`config.mk`:
```
export PLATFORM = sky130hd
export DESIGN_NAME = calpoc_button_conditioner_flat
export DESIGN_NICKNAME = d
export VERILOG_FILES = /design/src/rtl/calpoc_button_conditioner_pkg.sv /design/src/rtl/calpoc_button_conditioner_if.sv /design/src/rtl/calpoc_button_conditioner_debounce.sv /design/src/rtl/calpoc_button_conditioner.sv /design/src/flat_wrapper.sv
export SDC_FILE = /design/constraint.sdc
export NUM_CORES = 1
export LEC_CHECK = 0
export CAP_MARGIN = 10
export CORE_MARGIN = 4
export CORE_UTILIZATION = 50
export CTS_CLUSTER_DIAMETER = 150
export DETAILED_ROUTE_END_ITERATION = 10
export PLACE_DENSITY_LB_ADDON = 0.1
export SLEW_MARGIN = 20
export SYNTH_ARGS = -nofsm -noshare
export SYNTH_HDL_FRONTEND = slang
export SYNTH_SLANG_ARGS = --single-unit
```
`constraint.sdc`:
```
create_clock -name CLK -period 1.9 [get_ports CLK]
set_input_delay 0.38 -clock CLK [delete_from_list [all_inputs] [get_ports CLK]]
set_output_delay 0.38 -clock CLK [all_outputs]
set_load 0.02 [all_outputs]
```
`src/rtl/calpoc_button_conditioner_pkg.sv`:
```
// calpoc_pkg: button indices, shared widths and the press-pulse priority arbiter.
package calpoc_pkg;
  localparam int NUM_BUTTONS = 6;
  localparam int BTN_1 = 0;
  localparam int BTN_0 = 1;
  localparam int BTN_OR = 2;
  localparam int BTN_XOR = 3;
  localparam int BTN_EQUALS = 4;
  localparam int BTN_CLEAR = 5;
  localparam int DEFAULT_DEBOUNCE_CYCLES = 16;
  typedef logic [NUM_BUTTONS-1:0] btn_vec_t;
  localparam btn_vec_t BTN_ONE = btn_vec_t'(1);
  // Losing edges are dropped outright; OR beats XOR and 1 beats 0.
  function automatic btn_vec_t arbitrate(input btn_vec_t rise);
    return rise[BTN_CLEAR]  ? BTN_ONE << BTN_CLEAR  :
           rise[BTN_EQUALS] ? BTN_ONE << BTN_EQUALS :
           rise[BTN_OR]     ? BTN_ONE << BTN_OR     :
           rise[BTN_XOR]    ? BTN_ONE << BTN_XOR    :
           rise[BTN_1]      ? BTN_ONE << BTN_1      :
           rise[BTN_0]      ? BTN_ONE << BTN_0      : '0;
  endfunction
endpackage

```
`src/rtl/calpoc_button_conditioner_if.sv`:
```
// calpoc_button_conditioner_if: raw buttons in, press pulses and debounced levels out.
interface calpoc_button_conditioner_if;
  import calpoc_pkg::*;
  logic ButtonFor1, ButtonFor0, ButtonForOR, ButtonForXOR, ButtonForEquals, ButtonForClear;
  logic PulseFor1, PulseFor0, PulseForOR, PulseForXOR, PulseForEquals, PulseForClear;
  btn_vec_t Debounced;
  modport master (
    output ButtonFor1, ButtonFor0, ButtonForOR, ButtonForXOR, ButtonForEquals, ButtonForClear,
    input PulseFor1, PulseFor0, PulseForOR, PulseForXOR, PulseForEquals, PulseForClear, Debounced
  );
  modport slave (
    input ButtonFor1, ButtonFor0, ButtonForOR, ButtonForXOR, ButtonForEquals, ButtonForClear,
    output PulseFor1, PulseFor0, PulseForOR, PulseForXOR, PulseForEquals, PulseForClear, Debounced
  );
endinterface

```
`src/rtl/calpoc_button_conditioner_debounce.sv`:
```
// calpoc_debounce: one button's synchronizer, stability counter, debounced level and rise detect.
module calpoc_debounce
  import calpoc_pkg::*;
#(
  parameter int SYNC_STAGES = 2,
  parameter int DEBOUNCE_CYCLES = DEFAULT_DEBOUNCE_CYCLES
) (
  input  logic CLK,
  input  logic RST,
  input  logic raw,
  output logic level,
  output logic rise
);
  localparam int CW = $clog2(DEBOUNCE_CYCLES + 1);
  localparam logic [CW-1:0] LAST = CW'(DEBOUNCE_CYCLES - 1);
  logic [SYNC_STAGES-1:0] sync;
  logic [CW-1:0] cnt;
  logic level_q;
  logic synced;
  assign synced = sync[SYNC_STAGES-1];
  // The counter toggles the level on its final count, so it never exceeds DEBOUNCE_CYCLES-1.
  always_ff @(posedge CLK or posedge RST) begin
    if (RST) begin
      sync <= '0;
      cnt <= '0;
      level <= 1'b0;
      level_q <= 1'b0;
    end else begin
      sync <= {sync[SYNC_STAGES-2:0], raw};
      level_q <= level;
      if (synced == level) cnt <= '0;
      else if (cnt == LAST) begin
        cnt <= '0;
        level <= ~level;
      end else cnt <= cnt + 1'b1;
    end
  end
  assign rise = level & ~level_q;
endmodule

```
`src/rtl/calpoc_button_conditioner.sv`:
```
// calpoc_button_conditioner: six debounced buttons arbitrated into one-hot single-cycle press pulses.
module calpoc_button_conditioner
  import calpoc_pkg::*;
#(
  parameter int SYNC_STAGES = 2,
  parameter int DEBOUNCE_CYCLES = DEFAULT_DEBOUNCE_CYCLES
) (
  input logic CLK,
  input logic RST,
  calpoc_button_conditioner_if.slave bus
);
  btn_vec_t raw, level, rise, pulse;
  assign raw = {bus.ButtonForClear, bus.ButtonForEquals, bus.ButtonForXOR,
                bus.ButtonForOR, bus.ButtonFor0, bus.ButtonFor1};
  for (genvar i = 0; i < NUM_BUTTONS; i++) begin : g_btn
    calpoc_debounce #(
      .SYNC_STAGES(SYNC_STAGES),
      .DEBOUNCE_CYCLES(DEBOUNCE_CYCLES)
    ) u_debounce (
      .CLK(CLK),
      .RST(RST),
      .raw(raw[i]),
      .level(level[i]),
      .rise(rise[i])
    );
  end
  always_ff @(posedge CLK or posedge RST) begin
    if (RST) pulse <= '0;
    else pulse <= arbitrate(rise);
  end
  assign bus.Debounced = level;
  assign {bus.PulseForClear, bus.PulseForEquals, bus.PulseForXOR,
          bus.PulseForOR, bus.PulseFor0, bus.PulseFor1} = pulse;
endmodule

```
`src/flat_wrapper.sv`:
```
// flat-port wrapper written by rule: the top's interface ports become plain ports
module calpoc_button_conditioner_flat import calpoc_pkg::*;
#(
  parameter int SYNC_STAGES = 2,
  parameter int DEBOUNCE_CYCLES = DEFAULT_DEBOUNCE_CYCLES
)
  (CLK, RST, bus_ButtonFor1, bus_ButtonFor0, bus_ButtonForOR, bus_ButtonForXOR, bus_ButtonForEquals, bus_ButtonForClear, bus_PulseFor1, bus_PulseFor0, bus_PulseForOR, bus_PulseForXOR, bus_PulseForEquals, bus_PulseForClear, bus_Debounced);
  calpoc_button_conditioner_if bus_i ();
  input logic CLK;
  input logic RST;
  input wire logic [$bits(bus_i.ButtonFor1)-1:0] bus_ButtonFor1;
  input wire logic [$bits(bus_i.ButtonFor0)-1:0] bus_ButtonFor0;
  input wire logic [$bits(bus_i.ButtonForOR)-1:0] bus_ButtonForOR;
  input wire logic [$bits(bus_i.ButtonForXOR)-1:0] bus_ButtonForXOR;
  input wire logic [$bits(bus_i.ButtonForEquals)-1:0] bus_ButtonForEquals;
  input wire logic [$bits(bus_i.ButtonForClear)-1:0] bus_ButtonForClear;
  output wire logic [$bits(bus_i.PulseFor1)-1:0] bus_PulseFor1;
  output wire logic [$bits(bus_i.PulseFor0)-1:0] bus_PulseFor0;
  output wire logic [$bits(bus_i.PulseForOR)-1:0] bus_PulseForOR;
  output wire logic [$bits(bus_i.PulseForXOR)-1:0] bus_PulseForXOR;
  output wire logic [$bits(bus_i.PulseForEquals)-1:0] bus_PulseForEquals;
  output wire logic [$bits(bus_i.PulseForClear)-1:0] bus_PulseForClear;
  output wire logic [$bits(bus_i.Debounced)-1:0] bus_Debounced;
  assign bus_i.ButtonFor1 = bus_ButtonFor1;
  assign bus_i.ButtonFor0 = bus_ButtonFor0;
  assign bus_i.ButtonForOR = bus_ButtonForOR;
  assign bus_i.ButtonForXOR = bus_ButtonForXOR;
  assign bus_i.ButtonForEquals = bus_ButtonForEquals;
  assign bus_i.ButtonForClear = bus_ButtonForClear;
  assign bus_PulseFor1 = bus_i.PulseFor1;
  assign bus_PulseFor0 = bus_i.PulseFor0;
  assign bus_PulseForOR = bus_i.PulseForOR;
  assign bus_PulseForXOR = bus_i.PulseForXOR;
  assign bus_PulseForEquals = bus_i.PulseForEquals;
  assign bus_PulseForClear = bus_i.PulseForClear;
  assign bus_Debounced = bus_i.Debounced;
  calpoc_button_conditioner #(.SYNC_STAGES(SYNC_STAGES), .DEBOUNCE_CYCLES(DEBOUNCE_CYCLES)) u_core (.CLK(CLK), .RST(RST), .bus(bus_i));
endmodule
```
# Word level (Yosys, flattened, before mapping)
# Index checks and enable logic that the tools add are counted.
[word_totals] word_cells=91 out_inout_bits=12 register_bits=60 input_bits=8
[classes] eq_ne=12 mux=18 addsub=6 n_bitwise=24 reduce_logical=6
[ops] op="5-bit two-way mux" n=12
[ops] op="5-bit by 1-bit adder with 5-bit output, second input constant" n=6
[ops] op="5-bit by 4-bit == test with 1-bit output, second input constant" n=6
[ops] op="6-bit two-way mux" n=5
[ops] op="1-bit NOT" n=18
[ops] op="2-bit AND reduction" n=6
[ops] op="1-bit bitwise AND" n=6
[ops] op="1-bit == test" n=6
[ops] op="2-bit two-way mux" n=1

# Depth between registers and ports, before layout
# Gate-level depths: netlist of run 1.
[depth] depth_word=8 depth_mapped=4 depth_no_buf=4

# By module
# From an unflattened synthesis of run 1, not the netlist that was laid out.
[hier_totals] hier_cells=170 area_unflattened_um2=2267.2
[modules_own_cells] mod="calpoc_debounce" instances=6 area_each_um2=342.8 seq_area_each_um2=225.2 cells_each=26
[modules_own_cells] mod="calpoc_button_conditioner" instances=1 area_each_um2=210.2 seq_area_each_um2=150.1 cells_each=14

# Worst setup path before layout of run 1
# Ideal clock, no wire load.
[synth_timing] kind="register to register" start="reg u_core.g_btn[0].u_debounce.cnt[0]" end="reg u_core.g_btn[0].u_debounce.level" arrival_ns=1.034 required_time_ns=1.773 setup_time_ns=0.127 path_stages_with_launch=5 setup_slack_ns=0.738 cell_sequence="dfrtp_1 -> ha_1 -> nand3_1 -> nor2_1 -> mux2_1"
[synth_via] elab_chain_len=2
[synth_rtl] item="start: declaration" line="calpoc_button_conditioner_debounce.sv:17" source="logic [CW-1:0] cnt;"
[synth_rtl] item="start signal: assignment" line="calpoc_button_conditioner_debounce.sv:35" source="end else cnt <= cnt + 1'b1;"
[synth_rtl] item="5-bit by 4-bit == test with 1-bit output" line="calpoc_button_conditioner_debounce.sv:32" source="else if (cnt == LAST) begin"
[synth_rtl] item="2-bit AND reduction (no line)"
[synth_rtl] item="end signal: assignment" line="calpoc_button_conditioner_debounce.sv:34" source="level <= ~level;"
[synth_rtl] item="end: declaration" line="calpoc_button_conditioner_debounce.sv:11" source="output logic level,"
# No other way between the ends.
# A chain may end at the register's enable or synchronous reset.

# Worst setup path after layout of run 1
[layout_timing] start="reg u_core.g_btn[4].u_debounce.level" end="out bus_Debounced[4]"
[layout_rtl] item="start: declaration" line="calpoc_button_conditioner_debounce.sv:11"
[layout_rtl] item="start signal: assignment" line="calpoc_button_conditioner_debounce.sv:34"
[layout_rtl] item="end: declaration" line="flat_wrapper.sv:23" source="output wire logic [$bits(bus_i.Debounced)-1:0] bus_Debounced;"
# No word-level cell between the ends.

==> run_results.csv, run 1 <==
group,metric,value,unit
logic_synthesis,synthArstFlopShare,100.0,%
logic_synthesis,syn_inst,169,
setup_path,ff2ff_setup_slack,0.62,ns
setup_path,critPathKind,"reg2out",
sta,fin_crit_sh,92.77,%
clock_network,cts.clk_slew.worst_paths,0.06,ns
setup_path,crit_fanout,5,
sta,rsz0062_at_grt,"false",
die,ios,20,
clock_network,cts_made_buffers,9,
flow_run,maxCapViolCount,0,
layout,drive_above_1_share,8.586,%
setup_path,crit_family,"buffers and inverters",
clock_network,cts_root_buf,"clkbuf_8",
min_path,hold_class,"reg2reg",
setup_path,r2r-end,"u_core.g_btn[3].u_debounce.level",
die,core_area,0.004144,mm^2
place,numPortBuffers,19,
setup_path,startpoint,"u_core.g_btn[4].u_debounce.level",
detailed_routing,drt-pass1-iter-count,4,
die,rows,23,
detailed_routing,viasPerCell,4.956,
detailed_routing,drc,0,
logic_synthesis,yosysTopAreaCell,"dfrtp_1",
pwr,p_leak,1.371,nW
setup_path,worstPathCellList,"clkdlybuf4s50_1",
clock_network,clockBufferDepth,2,
clock_network,h-tree-depth,3,
logic_synthesis,synth_fp_nets,183,
detailed_routing,finalWirelength,3.187,mm
logic_synthesis,synth_cell_types,17,
setup_path,cp_slowest_stage_delay,0.63,ns
clock_network,post_cts_buffers,0,
die,die_h,74.55,um
detailed_routing,vias,1229,
layout,final_cells,248,
sta,period_minus_slack,1.763,ns
setup_path,reg2reg_from,"u_core.g_btn[3].u_debounce.cnt[0]",
place,dp.cells,233,
sta,setup_viol,0,
pwr,vdd_drop_max,555.4,uV
setup_path,critPathRequiredTime,1.52,ns
die,initial_core_util,53.44,%
sta,hold_viol,0,
clock_network,cts_tree,"yes",
setup_path,start_kind,"flip-flop",
sta,final_max_slew_viol_count,0,
grt,grt_pass1_wl,5.326,mm
layout,num-nets-final,208,
grt,grt_start_max_net_pins,61,
setup_path,cp_num_buf_inv,1,
clock_network,ctsHoldBuffers,0,
grt,antenna_found_initial,0,
min_path,min_to,"u_core.g_btn[2].u_debounce.sync[1]",
die,dieWidth,74.55,um
grt,grt.overflow.total,0,
logic_synthesis,synth_area,0.002215,mm^2
logic_synthesis,synthTopCellsByCount,"dfrtp_1, nor2_1, xor2_1",
grt,grt_pass1_vias,1300,
sta,worst_hold_slack,0.3504,ns
logic_synthesis,ys_seq_area_share,67.80,%
min_path,min_from,"u_core.g_btn[2].u_debounce.sync[0]",
sta,finalSetupTns,0,ns
setup_path,cp_slowest_cell,"clkdlybuf4s50_1",
sta,tightest_slew,0.2995,ns
clock_network,cts-resized-gates,0,
setup_path,crit_arrival,1.38,ns
sta,fmax,0.5673,GHz
detailed_routing,first_iter_violations,61,
die,die_area,0.005558,mm^2
logic_synthesis,yosys.area.top_type_share,67.80,%
logic_synthesis,synth_seq_cells,60,
logic_synthesis,ys.flop_type,"dfrtp_1",
layout,fillerInstances,313,
grt,grt_util_all_layers,13.47,%
clock_network,clock_sink_count,60,
setup_path,worstRegToRegCells,4,
setup_path,endpoint_kind,"primary output",
layout,syn2layout_area_growth,17.91,%
logic_synthesis,synth_edf_count,0,
sta,skew,0.007077,ns
place,place_congestion,0.7271,
run_status,status,"finished, final reports clean",
clock_network,clock_latency,0.33,ns
detailed_routing,postRouteAntennaNets,0,
logic_synthesis,syn_avg_cell_area,13.10,um^2
logic_synthesis,yosys-top-cells-area,"dfrtp_1, xor2_1, nor2_1, ha_1, mux2_1",
pwr,p_per_area,928.2,mW/mm^2
place,hpwl,2.252,mm
detailed_routing,wl_per_cell,12.85,um
layout,diodes,0,
min_path,min_path_cells,0,
logic_synthesis,yosysMostFrequentCell,"dfrtp_1",
sta,slew_headroom,80.03,%
logic_synthesis,synth.yosys.warnings,0,
[layout make-up]
class	count	area [um^2]	share of cell area (%)
clock inverter	2	10.01	0.3833
multi-input combinational	96	641.9	24.58
inverter	7	26.28	1.006
clock buffer	13	158.9	6.085
tap	50	62.56	2.396
sequential	60	1501	57.50
timing repair buffer	20	210.2	8.050
[cell families (layout without fill, tap and decap cells)]
group	after synthesis	in the layout	synth area share (%)
DFF	60	60	67.80
xor gates and xnor gates	18	18	7.119
muxes	6	6	3.051
adders and majority gates	6	6	3.390
AOI/OAI and AO/OA	6	6	1.356
and+or+nand+nor	60	60	14.07
buffers and inverters	13	42	3.220
[sequential cells by signal (all words and copies together), names as in the netlist]
signal	count
u_core.g_btn.u_debounce.cnt	30
u_core.g_btn.u_debounce.level	6
u_core.g_btn.u_debounce.sync	12
u_core.pulse	6
u_core.g_btn.u_debounce.level_q	6
[through the flow]
stage,instance area (um^2),util [%],setup WS [ns],total power (W)
floorplan,2215,-,0.03531,0.001442
global placement,2442,58.94,0.5091,0.001477
detailed placement,2442,58.94,0.4822,0.001489
CTS,2611,63.01,0.1101,0.002464
global route,2611,63.01,0.05777,0.002532
finish,2611,63.01,0.1374,0.002424
[worst reg2reg max path, cell delays in order (launching register included)]
cell and delay, ns:
dfrtp_1 0.39, ha_1 0.20, nand3_1 0.12, nor2_1 0.13
mux2_1 0.33
[worst max-delay path by stage]
stage / end / slack, ns / depth (start not counted)
after CTS: bus_Debounced[4] / 0.11 / 1
final: bus_Debounced[4] / 0.14 / 1
after global placement: bus_Debounced[4] / 0.51 / 1
after detailed placement: bus_Debounced[1] / 0.48 / 1
after floorplan: u_core.g_btn[0].u_debounce.cnt[0] / 0.04 / 1
after global routing: bus_Debounced[4] / 0.06 / 1
[layer usage]
| layer | global-route usage (%) | vias up | routed length (um) |
|---|---|---|---|
| met5 | 0 | - | 0 |
| met4 | 9.486 | 0 | 61 |
| met3 | 4.189 | 9 | 123 |
| met2 | 22.44 | 23 | 1602 |
| met1 | 14.50 | 600 | 1400 |
| li1 | - | 597 | - |
[report_power, final]
part           internal [W]  total (W)  leakage (nW)  switching, W
Combinational     0.0000495   0.000109         0.487     0.0000594
Clock              0.000533   0.000962        0.0893      0.000429
Sequential          0.00132    0.00135         0.795     0.0000297
Total               0.00191    0.00242          1.37      0.000518
[cells in the final DEF, fill, tap and decap left out]
master / n
mux2_1: 6
clkinv_2: 2
xor2_1: 18
dfrtp_1: 60
nor2b_1: 2
clkdlybuf4s50_1: 19
nand2b_1: 4
nand2_1: 1
and3_1: 6
and2_1: 7
inv_1: 6
o21ai_1: 6
nor3b_1: 1
nand4_2: 1
inv_2: 1
ha_1: 6
clkbuf_8: 11
nand3_1: 12
buf_12: 1
nor2_1: 25
clkbuf_1: 2
nor4b_2: 1
Note: power is estimated with default switching activity, not from simulation.
==> run 2, diff against run 1 <==
- CORE_UTILIZATION: 50 -> 55
- CTS_CLUSTER_DIAMETER: 150 -> default
- clock period: 1.9 -> 2 ns (I/O delays scaled with it)
==> run_results.csv, run 2 (same netlist as run 1, synthesis figures left out) <==
group,metric,value,unit
run_status,status,"finished, final reports clean",
die,rows,22,
grt,grt_util_met3,8.275,%
die,initial_core_util,58.73,%
layout,final_cell_mix,"dfrtp_1, nor2_1, clkdlybuf4s50_1",
die,ios,20,
clock_network,clock_latency,0.33,ns
die,core_area,0.003771,mm^2
grt,grt.overflow.total,0,
setup_path,crit_fanout,5,
min_path,min_path_cells,0,
clock_network,cts_root_buf,"clkbuf_8",
sta,fmax,0.5586,GHz
place,place_congestion,0.7233,
clock_network,cts-resized-gates,0,
clock_network,clockBufferDepth,2,
setup_path,ff2ff_setup_slack,0.73,ns
pwr,vdd_drop_max,628.4,uV
sta,worst_hold_slack,0.3488,ns
layout,num-nets-final,208,
grt,busiest_layer,"met2",
setup_path,r2r-end,"u_core.g_btn[5].u_debounce.level",
layout,final_common_cell,"dfrtp_1",
detailed_routing,drt-pass1-iter-count,4,
sta,rsz0062_at_grt,"false",
sta,skew,0.005585,ns
layout,utilization,70.57,%
flow_run,maxCapViolCount,0,
layout,diodes,0,
setup_path,crit_family,"buffers and inverters",
grt,use_met2,23.37,%
layout,top_regs,"u_core.g_btn.u_debounce.cnt (30), u_core.g_btn.u_debounce.sync (12)",
die,die_h,71.46,um
detailed_routing,wl_per_cell,12.58,um
clock_network,clock_sink_count,60,
grt,grt_pass1_vias,1314,
layout,regMostFlops,"u_core.g_btn.u_debounce.cnt",
setup_path,crit_arrival,1.39,ns
sta,period_minus_slack,1.790,ns
setup_path,critPathKind,"reg2out",
detailed_routing,viasPerCell,4.935,
layout,largest_register_ffs,30,
grt,gr-usage-met1,17.56,%
clock_network,ctsHoldBuffers,0,
clock_network,cts_made_buffers,9,
sta,final_max_slew_viol_count,0,
grt,grt_pass1_wl,5.699,mm
clock_network,post_cts_buffers,0,
detailed_routing,finalWirelength,3.108,mm
layout,drive_above_1_share,10.05,%
setup_path,reg2reg_from,"u_core.g_btn[5].u_debounce.cnt[0]",
layout,syn2layout_area_growth,20.17,%
detailed_routing,first_iter_violations,44,
detailed_routing,drc,0,
setup_path,cp_slowest_stage_delay,0.64,ns
grt,antenna_found_initial,0,
sta,setup_viol,0,
sta,tightest_slew,0.2980,ns
clock_network,cts.clk_slew.worst_paths,0.06,ns
min_path,hold_class,"reg2reg",
place,hpwl,2.126,mm
place,numPortBuffers,19,
setup_path,cp_slowest_cell,"clkdlybuf4s50_1",
detailed_routing,vias,1219,
sta,slew_headroom,80.13,%
detailed_routing,postRouteAntennaNets,0,
setup_path,critPathRequiredTime,1.60,ns
sta,hold_viol,0,
grt,grt_util_all_layers,15.05,%
sta,fin_crit_sh,89.51,%
pwr,p_per_area,951.7,mW/mm^2
setup_path,start_kind,"flip-flop",
pwr,p_leak,1.394,nW
clock_network,h-tree-depth,3,
die,die_area,0.005106,mm^2
layout,fillerInstances,245,
min_path,min_to,"u_core.g_btn[3].u_debounce.sync[1]",
setup_path,worstPathCellList,"clkdlybuf4s50_1",
setup_path,cp_num_buf_inv,1,
min_path,min_from,"u_core.g_btn[3].u_debounce.sync[0]",
setup_path,worstRegToRegCells,4,
setup_path,endpoint_kind,"primary output",
die,dieWidth,71.46,um
sta,finalSetupTns,0,ns
grt,grt_start_max_net_pins,61,
clock_network,cts_tree,"yes",
-- run 2: cell types whose count changed in the layout (fill, tap and decap cells not counted) --
cell / before / now
clkinv_2: 2 / 1
clkinvlp_4: 0 / 1
bufinv_16: 0 / 1
clkbuf_1: 2 / 0
clkbuf_8: 11 / 13
-- run 2: metal layers --
layer | share of wire [%] | vias up
li1 | - | 594
met1 | 44 | 590
met2 | 48 | 29
met3 | 7.1 | 6
met4 | 1.0 | 0
met5 | 0 | -
-- run 2: through the flow --
step           std cells  power [W]  cell area [um^2]  worst slack, ns
6_report             247   0.002533              2661           0.2099
5_1_grt              247   0.002660              2661           0.1223
4_1_cts              247   0.002579              2661           0.1768
3_5_place_dp         231   0.001412              2440           0.5563
3_3_place_gp         231   0.001402              2440           0.5853
2_1_floorplan        169   0.001370              2215           0.1153
-- run 2: area by class of cell --
| class | instances | area [um^2] | area share [%] |
|---|---|---|---|
| clock buffer | 13 | 178.9 | 6.723 |
| clock inverter | 3 | 42.54 | 1.598 |
| inverter | 7 | 26.28 | 0.9873 |
| multi-input combinational | 96 | 641.9 | 24.12 |
| sequential | 60 | 1501 | 56.42 |
| tap | 48 | 60.06 | 2.257 |
| timing repair buffer | 20 | 210.2 | 7.898 |
-- run 2: worst max path at each step --
stage,depth (start not counted),to,from
finish,1,bus_Debounced[1],u_core.g_btn[1].u_debounce.level
detailed placement,1,bus_Debounced[1],u_core.g_btn[1].u_debounce.level
floorplan,1,u_core.g_btn[0].u_debounce.cnt[0],RST
global route,1,bus_Debounced[1],u_core.g_btn[1].u_debounce.level
CTS,1,bus_Debounced[1],u_core.g_btn[1].u_debounce.level
global placement,1,bus_Debounced[1],u_core.g_btn[1].u_debounce.level
-- run 2: worst reg2reg max path: stages, from the launching register on --
cell     delay (ns)
dfrtp_1        0.37
ha_1           0.19
nand3_1        0.13
nor2_1         0.14
mux2_1         0.33
-- run 2: power by group --
group	switching [W]	internal (W)	total, W	leakage, nW
logic	0.0000561	0.0000469	0.000103	0.487
registers	0.0000283	0.00126	0.00128	0.795
clock network	0.000436	0.000709	0.00115	0.112
total	0.000521	0.00201	0.00253	1.39
==> RTL edit 1 (config.mk and constraints of run 2) <==
`SYNC_STAGES` is set to 2 in 3 places; all go to 4.
--- a/src/rtl/calpoc_button_conditioner_debounce.sv
+++ b/src/rtl/calpoc_button_conditioner_debounce.sv
@@ -2,7 +2,7 @@
 module calpoc_debounce
   import calpoc_pkg::*;
 #(
-  parameter int SYNC_STAGES = 2,
+  parameter int SYNC_STAGES = 4,
   parameter int DEBOUNCE_CYCLES = DEFAULT_DEBOUNCE_CYCLES
 ) (
   input  logic CLK,
--- a/src/rtl/calpoc_button_conditioner.sv
+++ b/src/rtl/calpoc_button_conditioner.sv
@@ -2,7 +2,7 @@
 module calpoc_button_conditioner
   import calpoc_pkg::*;
 #(
-  parameter int SYNC_STAGES = 2,
+  parameter int SYNC_STAGES = 4,
   parameter int DEBOUNCE_CYCLES = DEFAULT_DEBOUNCE_CYCLES
 ) (
   input logic CLK,
--- a/src/flat_wrapper.sv
+++ b/src/flat_wrapper.sv
@@ -1,7 +1,7 @@
 // flat-port wrapper written by rule: the top's interface ports become plain ports
 module calpoc_button_conditioner_flat import calpoc_pkg::*;
 #(
-  parameter int SYNC_STAGES = 2,
+  parameter int SYNC_STAGES = 4,
   parameter int DEBOUNCE_CYCLES = DEFAULT_DEBOUNCE_CYCLES
 )
   (CLK, RST, bus_ButtonFor1, bus_ButtonFor0, bus_ButtonForOR, bus_ButtonForXOR, bus_ButtonForEquals, bus_ButtonForClear, bus_PulseFor1, bus_PulseFor0, bus_PulseForOR, bus_PulseForXOR, bus_PulseForEquals, bus_PulseForClear, bus_Debounced);
Formal check against the unedited RTL: same outputs for any inputs over 10 cycles, from zero or initial values and one cycle with RST high; that may be too few to reach the edited logic, so the function may still have changed.
==> RTL edit 1 against run 2 <==
Final area rose by 11%. Routed wire length increased by 10%. Count of clock-buffer cells in the layout increased by 1. Register-to-register slack got worse by 30 ps. Global-route usage decreased by 0.15 points. Area after synthesis is 14% higher. Cell count increased by 6.5%. Sequential cell count grew 12. Hold slack better by 4.3 ps. Via count grew 7.5%. First-iteration DRC count is 64% higher. Fmax fell by 0.36%. Largest cell class unchanged. Setup slack lost 6.5 ps. Power rose by 8.5%. Largest power group unchanged.
==> RTL edit 1: results (changes against run 2) <==
global-route wire length before repair 5.98 mm (was 5.70 mm); Max IR drop VDD 0.690 mV (was 0.628 mV); NonClk Buf Share 0.0712 (was 0.0790); Reg2Reg Setup Slack 700 ps (was 730 ps); Post-Synth Adder-Cell Area 0.0299 (was 0.0339); vias in the first global route 1377 (was 1314); Final Net Count 220 (was 208); Synth Area in XOR/XNOR 0.0627 (was 0.0712); fillcell total 320 (was 245); Leak 1.53 nW (was 1.39 nW); Clock-cell share 0.0687 (was 0.0832); NetSw 0.575 mW (was 0.521 mW); multi-input combinational area share 0.217 (was 0.241); status completed (unchanged); Synth area leaders dfrtp_1, xor2_1, nor2_1 (unchanged); met2 wire len 1.70 mm (was 1.49 mm); layout cells sized above 1 0.0948 (was 0.101); HPWL Detailed 2.35 mm (was 2.13 mm); multiplexer share of the synthesized area 0.0269 (was 0.0305); vias 1310 (was 1219); GRT Overall Usage 0.149 (was 0.150); Seq/Total Area, Yosys 0.716 (was 0.678); Worst Skew 6.83 ps (was 5.58 ps); instance area at placement 2750 um2 (was 2440 um2); average size of a mapped cell 13.9 um2 (was 13.1 um2); Slew @ Worst Pin 372 ps (was 298 ps); synthesis-to-layout area growth 17.4% (was 20.2%); clock buffers 14 (was 13)
==> RTL edit 1: final timing paths <==
kind | end | from
setup / recovery | bus_Debounced[5] | u_core.g_btn[5].u_debounce.level$_DFFE_PP0P_
hold reg to reg | u_core.g_btn[3].u_debounce.sync[3]$_DFF_PP0_ | u_core.g_btn[3].u_debounce.sync[2]$_DFF_PP0_
min in group asynchronous | u_core.g_btn[0].u_debounce.level_q$_DFF_PP0_ | RST
setup reg to reg | u_core.g_btn[1].u_debounce.level$_DFFE_PP0P_ | u_core.g_btn[1].u_debounce.cnt[0]$_DFF_PP0_
max in group asynchronous | u_core.g_btn[3].u_debounce.sync[0]$_DFF_PP0_ | RST
hold / removal | u_core.g_btn[3].u_debounce.sync[3]$_DFF_PP0_ | u_core.g_btn[3].u_debounce.sync[2]$_DFF_PP0_
==> RTL edit 1: per-stage QoR <==
stage | cells | util | total power, mW | hold slack, ps | setup WS [ps]
2_1_floorplan | 181 | - | 1.64 | 331 | 802
3_3_place_gp | 247 | 0.627 | 1.67 | 331 | 589
3_5_place_dp | 247 | 0.627 | 1.68 | 337 | 561
4_1_cts | 263 | 0.673 | 2.78 | 354 | 184
5_1_grt | 263 | 0.673 | 2.89 | 358 | 129
6_report | 263 | 0.673 | 2.75 | 353 | 203
==> RTL edit 1: routing by layer <==
layer / vias up / global-route usage
li1: 630 / -
met1: 648 / 0.175
met2: 23 / 0.232
met3: 9 / 0.0554
met4: 0 / 0.0932
met5: - / 0
==> RTL edit 1: power groups by stage <==
stage | sequential, mW | combinational (mW) | clock (mW)
floorplan | 1.56 | 0.0745 | 0
global placement | 1.56 | 0.105 | 0
detailed placement | 1.57 | 0.112 | 0
CTS | 1.54 | 0.113 | 1.13
global route | 1.55 | 0.132 | 1.21
finish | 1.54 | 0.109 | 1.10
==> RTL edit 2 (config.mk and constraints of run 2) <==
Without the edit above. Make the reset (`RST`) synchronous in 2 clocked blocks.
--- a/src/rtl/calpoc_button_conditioner_debounce.sv
+++ b/src/rtl/calpoc_button_conditioner_debounce.sv
@@ -19,7 +19,7 @@
   logic synced;
   assign synced = sync[SYNC_STAGES-1];
   // The counter toggles the level on its final count, so it never exceeds DEBOUNCE_CYCLES-1.
-  always_ff @(posedge CLK or posedge RST) begin
+  always_ff @(posedge CLK) begin
     if (RST) begin
       sync <= '0;
       cnt <= '0;
--- a/src/rtl/calpoc_button_conditioner.sv
+++ b/src/rtl/calpoc_button_conditioner.sv
@@ -24,7 +24,7 @@
       .rise(rise[i])
     );
   end
-  always_ff @(posedge CLK or posedge RST) begin
+  always_ff @(posedge CLK) begin
     if (RST) pulse <= '0;
     else pulse <= arbitrate(rise);
   end
Formal check against the unedited RTL: no difference found for any inputs over 10 cycles, from zero or initial values and one cycle with RST high; that may be too few to reach the edited logic, so the function may still have changed.
==> RTL edit 2 against run 2 <==
First-iteration DRC count rose by 43%. Sequential cell count did not move. Clock skew rose by 1.5 ps. Critical path type unchanged. Routed wire length rose by 2.3%. Area after synthesis fell by 4.1%. Highest routed layer unchanged. Setup slack improved by 15 ps. Final area fell by 3.3%.
Power is not compared: it rests on default switching activity, and its combinational part moved more than twofold at a synthesized area within 25%.
==> RTL edit 2: results (changes against run 2) <==
Synth area leaders dfxtp_1, ha_1, nor2_1 (was dfrtp_1, xor2_1, nor2_1); crit path to bus_Debounced[5] (was bus_Debounced[1]); metal3 WL 168 um (was 220 um); HPWL Detailed 2.27 mm (was 2.13 mm); Seq/Total Area, Yosys 0.566 (was 0.678); global-route wire length before repair 5.55 mm (was 5.70 mm); Slew Limit Headroom 0.848 (was 0.801); hold wc startpoint u_core.g_btn[4].u_debounce.level_q$_SDFF_PP0_ (was u_core.g_btn[3].u_debounce.sync[0]$_DFF_PP0_); Syn Nets 222 (was 183); Worst R2R Path Depth 5 (was 4); PortBufs 19 (unchanged); worst r2r src u_core.g_btn[4].u_debounce.cnt[0]$_SDFF_PP0_ (was u_core.g_btn[5].u_debounce.cnt[0]$_DFF_PP0_); Place WS 272 ps (was 556 ps); met2 wire len 1.59 mm (was 1.49 mm); Worst Path Arrival 1370 ps (was 1390 ps); final wirelength 3.18 mm (was 3.11 mm); status completed (unchanged); initial antenna violation count 0 (unchanged); Final Instance Area 2570 um2 (was 2660 um2); most common library cells after synthesis dfxtp_1, nor2_1, nor2b_1 (was dfrtp_1, nor2_1, xor2_1, nand3_1); FFs w/ async S/R, synth 0 (was 1.00); Netlist cell types 23 (was 17); worst r2r dst u_core.g_btn[4].u_debounce.cnt[3]$_SDFF_PP0_ (was u_core.g_btn[5].u_debounce.level$_DFFE_PP0P_); ys flop type dfxtp_1 (was dfrtp_1); Critical Path Start u_core.g_btn[5].u_debounce.level$_SDFFE_PP0P_ (was u_core.g_btn[1].u_debounce.level$_DFFE_PP0P_); GP Congestion 0.683 (was 0.723); 1st-iter DRT viols 63 (was 44); Synth Area in XOR/XNOR 0.0742 (was 0.0712); hold path depth 1 (was 0); Longest Clk Path Bufs 2 (unchanged); multiplexer share of the synthesized area 0.0283 (was 0.0305); dpl cells 261 (was 231); antenna cells 0 (unchanged); WL/cell 11.5 um (was 12.6 um); Post-Syn Instances 202 (was 169); Post-Synth Adder-Cell Area 0.0707 (was 0.0339); compound-cell area share of the yosys netlist 0 (was 0.0136); final hold slack 431 ps (was 349 ps); Final Net Count 244 (was 208); instance area at placement 2340 um2 (was 2440 um2); DRT met1 WL 1.34 mm (was 1.37 mm); layout cells sized above 1 0.0873 (was 0.101); vias in the first global route 1367 (was 1314); FMAX 0.563 GHz (was 0.559 GHz); fillcell total 270 (was 245); Hold Path Sink u_core.pulse[4]$_SDFF_PP0_ (was u_core.g_btn[3].u_debounce.sync[1]$_DFF_PP0_); GRT Overall Usage 0.148 (was 0.150)
==> RTL edit 2: cell types whose count changed after synthesis, sizes merged, moves of 6 or more <==
| cell | before | now |
|---|---|---|
| and2 | 7 | 0 |
| dfrtp | 60 | 0 |
| dfxtp | 0 | 60 |
| ha | 6 | 12 |
| mux2 | 6 | 0 |
| mux2i | 0 | 6 |
| nand3 | 12 | 6 |
| nor2 | 25 | 36 |
| nor2b | 2 | 23 |
| o21ai | 6 | 0 |
| or3 | 0 | 6 |
| xnor2 | 0 | 12 |
| xor2 | 18 | 6 |
==> RTL edit 2: layer usage <==
layer,up-vias,track usage
li1,680,-
met1,596,0.139
met2,25,0.259
met3,8,0.0662
met4,0,0.0957
met5,-,0
==> RTL edit 2: area by class of cell <==
cell class                 count  area share
sequential                    60       0.467
multi-input combinational    121       0.319
timing repair buffer          20      0.0817
clock buffer                  12      0.0642
clock inverter                 4      0.0272
tap                           48      0.0233
inverter                      12      0.0175
